## src/rtl/mem_access.sv

```systemverilog
// Memory-access stage: one outstanding bus transaction at a time, with
// alignment checks, byte-lane steering, load extension and a bus timeout.
module mem_access #(
  parameter int BUS_TIMEOUT = 255
) (
  input  logic        clk,
  input  logic        rst,
  input  logic        in_valid,
  input  logic [31:0] inst,
  input  logic [4:0]  in_waddr,
  input  logic [31:0] in_wdata,
  input  logic        in_we,
  input  logic [31:0] mem_addr,
  input  logic [31:0] mem_sdata,
  output logic        stall_req,
  output logic        bus_req,
  output logic        bus_we,
  output logic [31:0] bus_addr,
  output logic [31:0] bus_wdata,
  output logic [3:0]  bus_be,
  input  logic [31:0] bus_rdata,
  input  logic        bus_ack,
  output logic        wb_valid,
  output logic        wb_we,
  output logic [4:0]  wb_waddr,
  output logic [31:0] wb_wdata,
  output logic        misalign,
  output logic        bus_err,
  output logic        state_dbg
);

  // Handshakes: upstream presents in_valid and holds its inputs while stall_req
  // is high; a bus access holds bus_req and its fields stable until bus_ack
  // (single cycle) or the timeout, whichever comes first, with ack winning ties.
  localparam logic [6:0] OP_L = 7'b0000011;
  localparam logic [6:0] OP_S = 7'b0100011;
  localparam logic [7:0] TMO  = 8'(BUS_TIMEOUT);

  typedef enum logic {IDLE = 1'b0, WAIT = 1'b1} state_t;

  state_t      state;
  logic [7:0]  tmo_cnt;
  logic [7:0]  tmo_next;
  logic [2:0]  f3_q;
  logic [1:0]  lane_q;
  logic [4:0]  rd_q;
  logic        load_q;

  logic [6:0]  op;
  logic [2:0]  f3;
  logic        is_load;
  logic        is_store;
  logic        mem_op;
  logic        aligned;
  logic [3:0]  st_be;
  logic [31:0] st_data;
  logic [31:0] lane_word;
  logic [31:0] load_data;
  logic        unused_inst;

  assign op          = inst[6:0];
  assign f3          = inst[14:12];
  assign unused_inst = ^{inst[31:15], inst[11:7]};
  assign is_load     = (op == OP_L) && (f3 inside {3'b000, 3'b001, 3'b010, 3'b100, 3'b101});
  assign is_store    = (op == OP_S) && (f3 inside {3'b000, 3'b001, 3'b010});
  assign mem_op      = is_load || is_store;
  assign tmo_next    = tmo_cnt + 8'd1;
  assign state_dbg   = (state == WAIT);

  assign stall_req = !rst && (((state == IDLE) && in_valid && mem_op && aligned) ||
                              ((state == WAIT) && !bus_ack));

  always_comb begin
    aligned = 1'b1;
    st_be   = 4'b1111;
    st_data = mem_sdata;
    case (f3[1:0])
      2'b00: begin
        st_be   = 4'b0001 << mem_addr[1:0];
        st_data = {4{mem_sdata[7:0]}};
      end
      2'b01: begin
        aligned = !mem_addr[0];
        st_be   = mem_addr[1] ? 4'b1100 : 4'b0011;
        st_data = {2{mem_sdata[15:0]}};
      end
      2'b10: aligned = (mem_addr[1:0] == 2'b00);
      default: aligned = 1'b1;
    endcase
  end

  // Shift the addressed lane down to bit 0, then extend by access size.
  always_comb begin
    lane_word = bus_rdata >> {lane_q, 3'b000};
    case (f3_q)
      3'b000:  load_data = {{24{lane_word[7]}}, lane_word[7:0]};
      3'b001:  load_data = {{16{lane_word[15]}}, lane_word[15:0]};
      3'b100:  load_data = {24'd0, lane_word[7:0]};
      3'b101:  load_data = {16'd0, lane_word[15:0]};
      default: load_data = bus_rdata;
    endcase
  end

  always_ff @(posedge clk) begin
    if (rst) begin
      state     <= IDLE;
      tmo_cnt   <= 8'd0;
      f3_q      <= 3'd0;
      lane_q    <= 2'd0;
      rd_q      <= 5'd0;
      load_q    <= 1'b0;
      bus_req   <= 1'b0;
      bus_we    <= 1'b0;
      bus_addr  <= 32'd0;
      bus_wdata <= 32'd0;
      bus_be    <= 4'd0;
      wb_valid  <= 1'b0;
      wb_we     <= 1'b0;
      wb_waddr  <= 5'd0;
      wb_wdata  <= 32'd0;
      misalign  <= 1'b0;
      bus_err   <= 1'b0;
    end else begin
      wb_valid <= 1'b0;
      wb_we    <= 1'b0;
      misalign <= 1'b0;
      bus_err  <= 1'b0;
      case (state)
        IDLE: begin
          if (in_valid) begin
            if (mem_op && !aligned) begin
              wb_valid <= 1'b1;
              misalign <= 1'b1;
              wb_waddr <= in_waddr;
              wb_wdata <= mem_addr;
            end else if (mem_op) begin
              state     <= WAIT;
              tmo_cnt   <= 8'd0;
              bus_req   <= 1'b1;
              bus_we    <= is_store;
              bus_addr  <= {mem_addr[31:2], 2'b00};
              bus_be    <= is_store ? st_be : 4'b1111;
              bus_wdata <= is_store ? st_data : 32'd0;
              f3_q      <= f3;
              lane_q    <= mem_addr[1:0];
              rd_q      <= in_waddr;
              load_q    <= is_load;
            end else begin
              // Unrecognised load/store encodings retire without a write.
              wb_valid <= 1'b1;
              wb_we    <= in_we && (op != OP_L) && (op != OP_S);
              wb_waddr <= in_waddr;
              wb_wdata <= in_wdata;
            end
          end
        end
        WAIT: begin
          if (bus_ack || (tmo_next == TMO)) begin
            state     <= IDLE;
            bus_req   <= 1'b0;
            bus_we    <= 1'b0;
            bus_addr  <= 32'd0;
            bus_wdata <= 32'd0;
            bus_be    <= 4'd0;
            wb_valid  <= 1'b1;
            wb_waddr  <= rd_q;
            wb_we     <= bus_ack && load_q && (rd_q != 5'd0);
            wb_wdata  <= (bus_ack && load_q) ? load_data : 32'd0;
            bus_err   <= !bus_ack;
          end else begin
            tmo_cnt <= tmo_next;
          end
        end
        default: state <= IDLE;
      endcase
    end
  end

endmodule

```

## config.mk

```make
export PLATFORM = sky130hd
export DESIGN_NAME = mem_access
export DESIGN_NICKNAME = d
export VERILOG_FILES = /design/src/rtl/mem_access.sv
export SDC_FILE = /design/constraint.sdc
export NUM_CORES = 1
export LEC_CHECK = 0
export BUFFER_PORTS_ARGS = -buffer_cell sky130_fd_sc_hd__clkbuf_2
export CAP_MARGIN = 0
export CELL_PAD_IN_SITES_DETAIL_PLACEMENT = 2
export CELL_PAD_IN_SITES_GLOBAL_PLACEMENT = 2
export CORE_UTILIZATION = 27
export DETAILED_ROUTE_END_ITERATION = 12
export GPL_TIMING_DRIVEN = 0
export PLACE_DENSITY_LB_ADDON = 0.1
export SLEW_MARGIN = 10
export SYNTH_ARGS = -nofsm -noshare
export SYNTH_HDL_FRONTEND = slang
export SYNTH_SLANG_ARGS = --single-unit
```

## constraint.sdc

```tcl
create_clock -name clk -period 3.6 [get_ports clk]
set_clock_uncertainty 0.1 [all_clocks]
set_input_delay 0.72 -clock clk [delete_from_list [all_inputs] [get_ports clk]]
set_output_delay 0.72 -clock clk [all_outputs]
set_load 0.05 [all_outputs]
```

==> flow_summary.ini, run 1 <==
[run_status]
status = complete, no violations

[layout]
finish.instance_area_sq_um = 9189
drive_gt1_share_pct = 35.76
syn_to_final_growth_pct = 34.93
nets = 1209
instances_no_fill = 1371

[power_and_ir_drop]
vdd_drop_max_uv = 248.3
p_seq_share_pct = 37.3
clockPowerShare_pct = 49.1
power-per-cell-area_nw_per_um2 = 430.4
combPwrFrac_pct = 13.5
p_int_mw = 2.834
sw_frac_of_total_pct = 28.33
p_sw_mw = 1.120
p_leak_nw = 3.972
p_total_mw = 3.955

[sta]
worst_slew_pin_slew_ns = 1.086
slew_violations = 0
period_needed_ns = 3.461
worst_slack_ns = 0.1393
period_share_pct = 96.13
finalSetupViolCount = 0
rsz0062_at_grt = false
hold_viol = 0
timing.fmax_mhz = 289.0
slew_headroom_pct = 27.36
tns_ns = 0

[clocking]
h-tree-depth = 4
root_buffer = clkbuf_16
clock_latency_ns = 0.43
cts_buffers = 17
clockBufferDepth = 2
ctsHoldBuffers = 0
path_clk_slew_ns = 0.06
cts.sinks = 129
tritoncts = yes

[global_routing]
antenna_found_initial = 2
grt_pass1_wl_mm = 44.82
grt_usage_pct = 23.02
grt_pass1_vias = 7429
overflow = 0
grt_max_degree = 17

[placement]
dp_cells = 1336
place_congestion = 0.7822
post-place-ws_ns = -0.7005
placed_area_sq_um = 8509
hpwl_mm = 23.21
io_buffers = 257

[floorplanning]
die_x_um = 160.8
die_area_sq_um = 25860
num_io_pins = 283
core_area_sq_um = 24530
core.rowCount = 57
die_h_um = 160.8
initial_core_util_pct = 27.76

[route]
drc = 0
first_pass_iters = 6
wl_per_cell_um = 21.70
viasPerCell = 5.197
drt_iter0_drc = 270
routed_wirelength_mm = 29.76
vias = 7125
ant_nets = 0

[yosys]
synth_area_sq_um = 6810
yosys.area.top_type = dfxtp_1
yosysWarnings = 0
synth_cell_types = 71
netlist_top_cells_area = dfxtp_1 (38%), a22o_1 (6.0%), a221oi_2 (4.9%)
ys_ff_latch = 129
synth-edff-count = 0
synth.most_common_cell = dfxtp_1
synth_flop_cell = dfxtp_1
synth-async-reset-ratio_pct = 0
syn_inst = 754
ys_seq_area_share_pct = 37.92
syn_area_per_cell_sq_um = 9.032
synth_commonest_cells = dfxtp_1 (129), nand2_1 (77), a22o_1 (47), a21oi_1 (45), clkbuf_1 (43)
synth_top_area_share_pct = 37.92

[worst_hold_path]
holdPathStages = 2
hp-class = reg -> reg
hold_end = wb_wdata[25]
holdCritStartpoint = wb_wdata[25]

[worst_setup_path]
critical_path_class = in -> reg
r2r-start = tmo_cnt[0]
arrival_ns = 3.73
r2r_cells = 9
endpoint_kind = flop
cp_max_fo = 10
crit_required_ns = 3.87
r2r-end = bus_addr[12]
reg2reg_slack_ns = 0.30
cp-start-kind = primary input

[run]
cap_violations = 0
==> worst max-delay path by stage <==
stage / slack (ns) / cells after the start / to / start
6_report: 0.14 / 10 / bus_addr[23] / inst[12]
5_1_grt: 0.002 / 10 / bus_wdata[28] / inst[12]
4_1_cts: 0.17 / 9 / stall_req / inst[12]
3_5_place_dp: -0.70 / 10 / bus_addr[19] / inst[13]
3_3_place_gp: -0.66 / 9 / bus_addr[22] / inst[13]
2_1_floorplan: 0.19 / 8 / stall_req / inst[13]
==> cell usage in the layout, fill, tap and decap left out, drive strengths merged, types with 6 or more instances in the layout <==
cell,Yosys,routed
nand2b,19,19
o2bb2ai,10,10
and3,8,8
mux2,25,25
nor2,21,21
nand2,77,77
a2bb2oi,6,6
a31oi,11,11
a221oi,24,24
nor2b,10,10
mux2i,20,20
o22a,6,6
and2,6,6
a21oi,48,48
o211ai,27,27
a22o,47,47
nand3,8,8
inv,34,38
ha,6,6
clkbuf,43,319
o21ai,42,42
a22oi,29,29
dfxtp,129,129
a21o,8,8
buf,23,25
==> repair_timing <==
action / in CTS / in global routing
endpoints found under the setup margin: 40 / 0
setup buffers: 2 / 0
gates resized for setup: 6 / 0
==> stage by stage <==
| step | utilization [%] | hold WS, ns |
|---|---|---|
| after CTS | 37.44 | 0.3639 |
| final | 37.45 | 0.3625 |
| after global placement | 34.68 | 0.3493 |
| after floorplan | - | 0.3395 |
| after detailed placement | 34.68 | 0.3518 |
| after global routing | 37.45 | 0.3831 |
==> metal layers <==
metal / routed length, um / vias to the layer above / GRT usage (%)
met1: 12950 / 3471 / 28.14
met4: 754 / 2 / 8.448
met3: 1453 / 46 / 4.985
li1: - / 3381 / -
met2: 14590 / 225 / 39.53
met5: 13 / - / 0
==> worst max-delay path: stages <==
cell and delay [ns]:
clkbuf_2 0.10, inv_1 0.11, ha_1 0.19, or3b_1 0.39
a31oi_1 0.31, nand3_2 0.13, buf_4 0.20, nor2_1 0.81
clkbuf_1 0.52, a22o_1 0.23
==> cells by family (layout without fill, tap and decap cells) <==
group	count (synthesis)	count (layout)	share of synthesized area, %
AOI/OAI and AO/OA	290	290	33.64
xor gates and xnor gates	1	1	0.1286
adders and majority gates	6	6	1.102
buffers and inverters	100	391	6.246
DFF	129	129	37.92
muxes	46	46	7.459
other	1	3	0.05506
and+or+nand+nor	181	181	13.45
==> sequential cells by signal (all words and copies together) (netlist names), 2 cells and up <==
signal / count
bus_wdata: 32
wb_wdata: 32
bus_addr: 30
tmo_cnt: 8
rd_q: 5
wb_waddr: 5
bus_be: 4
f3_q: 3
lane_q: 2
==> power by group through the flow <==
stage / sequential (mW) / combinational [mW] / clock, mW
detailed placement: 1.51 / 0.531 / 0
floorplan: 1.61 / 0.208 / 0
CTS: 1.48 / 0.540 / 1.97
finish: 1.48 / 0.535 / 1.94
global placement: 1.51 / 0.528 / 0
global route: 1.48 / 0.571 / 2.03
==> layout make-up <==
class / count / area, sq um
fillers: 2908 / 15340
multi-input cells: 526 / 3824
flip-flops and latches: 129 / 2582
repair buffers: 259 / 1304
clock buffers: 19 / 442.9
well taps: 324 / 405.4
plain buffers: 66 / 301.5
clock inverters: 13 / 198.9
inverters: 34 / 127.6
diodes: 1 / 2.502
Note: power is estimated with default switching activity, not from simulation.
==> run 2, diff against run 1 <==
--- a/config.mk
+++ b/config.mk
@@ -9,6 +9,7 @@
 export CAP_MARGIN = 0
 export CELL_PAD_IN_SITES_DETAIL_PLACEMENT = 2
 export CELL_PAD_IN_SITES_GLOBAL_PLACEMENT = 2
+export CORE_ASPECT_RATIO = 0.5
 export CORE_UTILIZATION = 27
 export DETAILED_ROUTE_END_ITERATION = 12
 export GPL_TIMING_DRIVEN = 0
==> flow_summary.ini, run 2 (synthesis gave the netlist of run 1 again) <==
[run_status]
status = complete, no violations

[sta]
period_share_pct = 95.24
rsz0062_at_grt = false
slew_headroom_pct = 40.31
period_needed_ns = 3.429
fin_hold_ws_ns = 0.3632
hold_viol = 0
worst_slew_pin_slew_ns = 0.8931
worst_slack_ns = 0.1713
slew_violations = 0
finalSetupViolCount = 0
timing.fmax_mhz = 291.7

[route]
viasPerCell = 5.180
wl_per_cell_um = 22.21
drc = 0
ant_nets = 0
vias = 7154
drt_iter0_drc = 302
first_pass_iters = 4
routed_wirelength_mm = 30.68

[global_routing]
grt_pass1_vias = 7723
grt_pass1_wl_mm = 45.59
grt_usage_pct = 23.91
grt_max_degree = 17
overflow = 0
antenna_found_initial = 3

[floorplanning]
initial_core_util_pct = 27.94
die_x_um = 226.6
die_h_um = 114.3
die_area_sq_um = 25900
core.rowCount = 40
num_io_pins = 283
core_area_sq_um = 24370

[clocking]
h-tree-depth = 4
clockBufferDepth = 2
root_buffer = clkbuf_16
cts_buffers = 17
clock_latency_ns = 0.45
cts.sinks = 129
path_clk_slew_ns = 0.05
tritoncts = yes

[placement]
placed_area_sq_um = 8524
hpwl_mm = 23.82
place_congestion = 0.7963
io_buffers = 257
post-place-ws_ns = -0.9137

[power_and_ir_drop]
combPwrFrac_pct = 14.2
clockPowerShare_pct = 47.0
p_total_mw = 3.807
sw_frac_of_total_pct = 27.70
p_int_mw = 2.752
p_leak_nw = 3.930
p_seq_share_pct = 38.8
power-per-cell-area_nw_per_um2 = 415.8
vdd_drop_max_uv = 343.1
p_sw_mw = 1.054

[layout]
finish.utilization_pct = 37.57
seq_area_sq_um = 2582
syn_to_final_growth_pct = 34.45
final_common_cell = clkbuf_2
fill_cells = 2803
final_cell_mix = clkbuf_2 (256), dfxtp_1 (129), nand2_1 (77), a22o_1 (47), clkbuf_1 (46)
reg.largest.list = bus_wdata (32), wb_wdata (32), bus_addr (30)
drive_gt1_share_pct = 35.60
finish.instance_area_sq_um = 9156
multiInputGateArea_sq_um = 3841
nets = 1208

[worst_setup_path]
arrival_ns = 2.61
cp_max_fo = 10
cp-start-kind = primary input
reg2reg_slack_ns = 0.41
critical_path_class = in -> out
endpoint_kind = primary output
crit_required_ns = 2.78
r2r-start = tmo_cnt[1]
r2r_cells = 8
r2r-end = wb_wdata[25]

[worst_hold_path]
holdPathStages = 2
hold_end = wb_wdata[5]
hp-class = reg -> reg
holdCritStartpoint = wb_wdata[5]

[run]
cap_violations = 0
[run 2: cell count changes in the layout (fill, tap and decap cells not counted), moves of 2 or more]
cell        delta
clkinv_2       +2
nor2_2         +2
clkbuf_1       +3
diode_2        +2
clkinvlp_4     +2
nor2_1         -2
clkinv_4       -5
inv_6          -4
[run 2: worst max-delay path by stage]
stage              from            end  slack (ns)  cells after the start
2_1_floorplan  inst[13]      stall_req        0.19                      8
3_5_place_dp   inst[13]  bus_wdata[28]       -0.91                      9
3_3_place_gp   inst[13]  bus_wdata[28]       -0.85                      9
6_report       inst[13]      stall_req        0.17                     10
5_1_grt        inst[12]      stall_req        0.05                      9
4_1_cts        inst[13]      stall_req       0.007                     10
[run 2: repair_timing]
item	in CTS	in global routing
hold buffers	0	0
pin swaps	0	0
endpoints found under the setup margin	40	32
gates resized for setup	9	2
setup buffers	0	1
[run 2: power by group through the flow]
stage | sequential, mW | combinational [mW] | clock, mW
after floorplan | 1.61 | 0.208 | 0
after global placement | 1.51 | 0.527 | 0
after detailed placement | 1.51 | 0.536 | 0
after CTS | 1.48 | 0.544 | 1.83
after global routing | 1.48 | 0.578 | 1.90
final | 1.48 | 0.542 | 1.79
[run 2: final cells by class]
type	count	area share, %
multi-input combinational	526	41.95
sequential	129	28.20
timing repair buffer	258	14.16
clock buffer	23	5.111
tap	336	4.591
buffer	66	3.293
inverter	34	1.435
clock inverter	6	1.175
antenna	3	0.08199
[run 2: critical path, stage by stage]
cell and delay (ns):
clkbuf_2 0.17, clkinvlp_4 0.21, ha_1 0.23, buf_2 0.18, nor3_2 0.25, o22ai_2 0.18
nand3_2 0.13, clkbuf_4 0.22, a21oi_2 0.07, clkbuf_4 0.24
[run 2: metrics by stage]
step                      cells  TNS (ns)
after global routing       1380         0
final                      1381         0
after global placement     1348    -34.18
after detailed placement   1348    -39.78
after CTS                  1377         0
after floorplan             755         0
[run 2: layer usage]
metal	GRT usage [%]	routed length, um	up-vias
met3	5.543	1463	27
met4	7.658	412	0
met1	30.51	13990	3585
met2	39.92	14820	164
met5	0	0	-
li1	-	-	3378
==> run 3, diff against run 2 <==
--- a/config.mk
+++ b/config.mk
@@ -10,6 +10,7 @@
 export CELL_PAD_IN_SITES_DETAIL_PLACEMENT = 2
 export CELL_PAD_IN_SITES_GLOBAL_PLACEMENT = 2
 export CORE_ASPECT_RATIO = 0.5
+export CORE_MARGIN = 3
 export CORE_UTILIZATION = 27
 export DETAILED_ROUTE_END_ITERATION = 12
 export GPL_TIMING_DRIVEN = 0
==> flow_summary.ini, run 3 (synthesis gave the netlist of run 1 again) <==
[worst_setup_path]
r2r_cells = 9
reg2reg_slack_ns = 0.41
r2r-start = tmo_cnt[1]
crit_start = inst[12]
arrival_ns = 2.61
endpoint_kind = primary output
r2r-end = bus_addr[7]
cp_max_fo = 17
crit_required_ns = 2.78
critical_path_class = in -> out
cp-start-kind = primary input

[placement]
io_buffers = 257
post-place-ws_ns = -0.9106
hpwl_mm = 24.25
placed_area_sq_um = 8524
place_congestion = 0.8215

[clocking]
cts_buffers = 17
clock_latency_ns = 0.44
h-tree-depth = 4
clockBufferDepth = 2
path_clk_slew_ns = 0.06
cts.sinks = 129
tritoncts = yes
root_buffer = clkbuf_16

[worst_hold_path]
hold_end = wb_wdata[26]
holdCritStartpoint = wb_wdata[26]
hp-class = reg -> reg
holdPathStages = 2

[floorplanning]
die_area_sq_um = 27280
die_h_um = 118.3
core_area_sq_um = 24370
num_io_pins = 283
initial_core_util_pct = 27.94
die_x_um = 230.6
core.rowCount = 40

[power_and_ir_drop]
vdd_drop_max_uv = 297.4
p_total_mw = 3.966
p_leak_nw = 3.954
power-per-cell-area_nw_per_um2 = 429.2

[layout]
reg.largest.list = bus_wdata (32), wb_wdata (32), bus_addr (30)
nets = 1207
syn_to_final_growth_pct = 35.68
final_common_cell = clkbuf_2
fill_cells = 2790
drive_gt1_share_pct = 36.11
finish.utilization_pct = 37.91
finish.instance_area_sq_um = 9240
final_cell_mix = clkbuf_2 (256), dfxtp_1 (129), nand2_1 (77), a22o_1 (47), a21oi_1 (44)

[route]
drc = 0
vias = 7179
wl_per_cell_um = 22.35
ant_nets = 0
drt_iter0_drc = 486
viasPerCell = 5.195
first_pass_iters = 4
routed_wirelength_mm = 30.89

[sta]
hold_viol = 0
timing.fmax_mhz = 291.5
slew_headroom_pct = 40.98
tns_ns = 0
slew_violations = 0
period_share_pct = 95.28
worst_slew_pin_slew_ns = 0.8830
rsz0062_at_grt = false
worst_slack_ns = 0.1698
finalSetupViolCount = 0
period_needed_ns = 3.430

[global_routing]
overflow = 0
antenna_found_initial = 2
grt_max_degree = 17
grt_pass1_wl_mm = 47.22
grt_usage_pct = 22.58
grt_pass1_vias = 7868

[run_status]
status = complete, no violations

[run]
cap_violations = 0
-- run 3: area by class of cell --
type / instances / area (sq um) / share of cell area [%]
inverters: 34 / 131.4 / 1.422
clock inverters: 12 / 181.4 / 1.963
repair buffers: 258 / 1296 / 14.03
well taps: 336 / 420.4 / 4.550
multi-input cells: 526 / 3862 / 41.80
flip-flops and latches: 129 / 2582 / 27.95
clock buffers: 20 / 466.7 / 5.051
diodes: 2 / 5.005 / 0.05416
plain buffers: 65 / 294.0 / 3.182
-- run 3: report_power, final --
group,switching (mW),internal (mW),total (mW)
combinational,0.361,0.184,0.545
clock,0.728,1.22,1.94
sequential,0.0172,1.46,1.48
-- run 3: through the flow --
step | instances | hold WS [ns]
detailed placement | 1348 | 0.3503
global placement | 1348 | 0.3479
global route | 1382 | 0.3774
finish | 1382 | 0.3649
floorplan | 755 | 0.3395
CTS | 1381 | 0.3687
-- run 3: timing repair --
item | 4_1_cts | 5_1_grt
hold buffers | 0 | 0
pin swaps | 1 | 0
gates resized for setup | 7 | 5
endpoints found under the hold margin | 0 | 0
setup endpoints to repair | 40 | 39
setup buffers | 1 | 0
-- run 3: critical path, cell delays in order --
cell and delay [ns]:
clkbuf_2 0.13, inv_1 0.12, ha_1 0.19, or3b_1 0.40, a31oi_2 0.28, nand3_4 0.26, a21oi_2 0.24, clkbuf_4 0.25
-- run 3: worst max path at each step --
stage / endpoint / slack (ns) / cells past startpoint
after floorplan: stall_req / 0.19 / 8
after global placement: bus_wdata[28] / -0.84 / 9
after detailed placement: bus_addr[25] / -0.91 / 9
after CTS: stall_req / 0.02 / 9
after global routing: stall_req / 0.01 / 6
final: stall_req / 0.17 / 8
-- run 3: routing by layer --
metal / GRT usage, % / share of wire (%) / vias up
met5: 0 / 0 / -
met4: 6.804 / 1.7 / 0
met3: 4.191 / 4.8 / 32
met2: 38.03 / 48 / 169
met1: 29.36 / 45 / 3602
li1: - / - / 3376
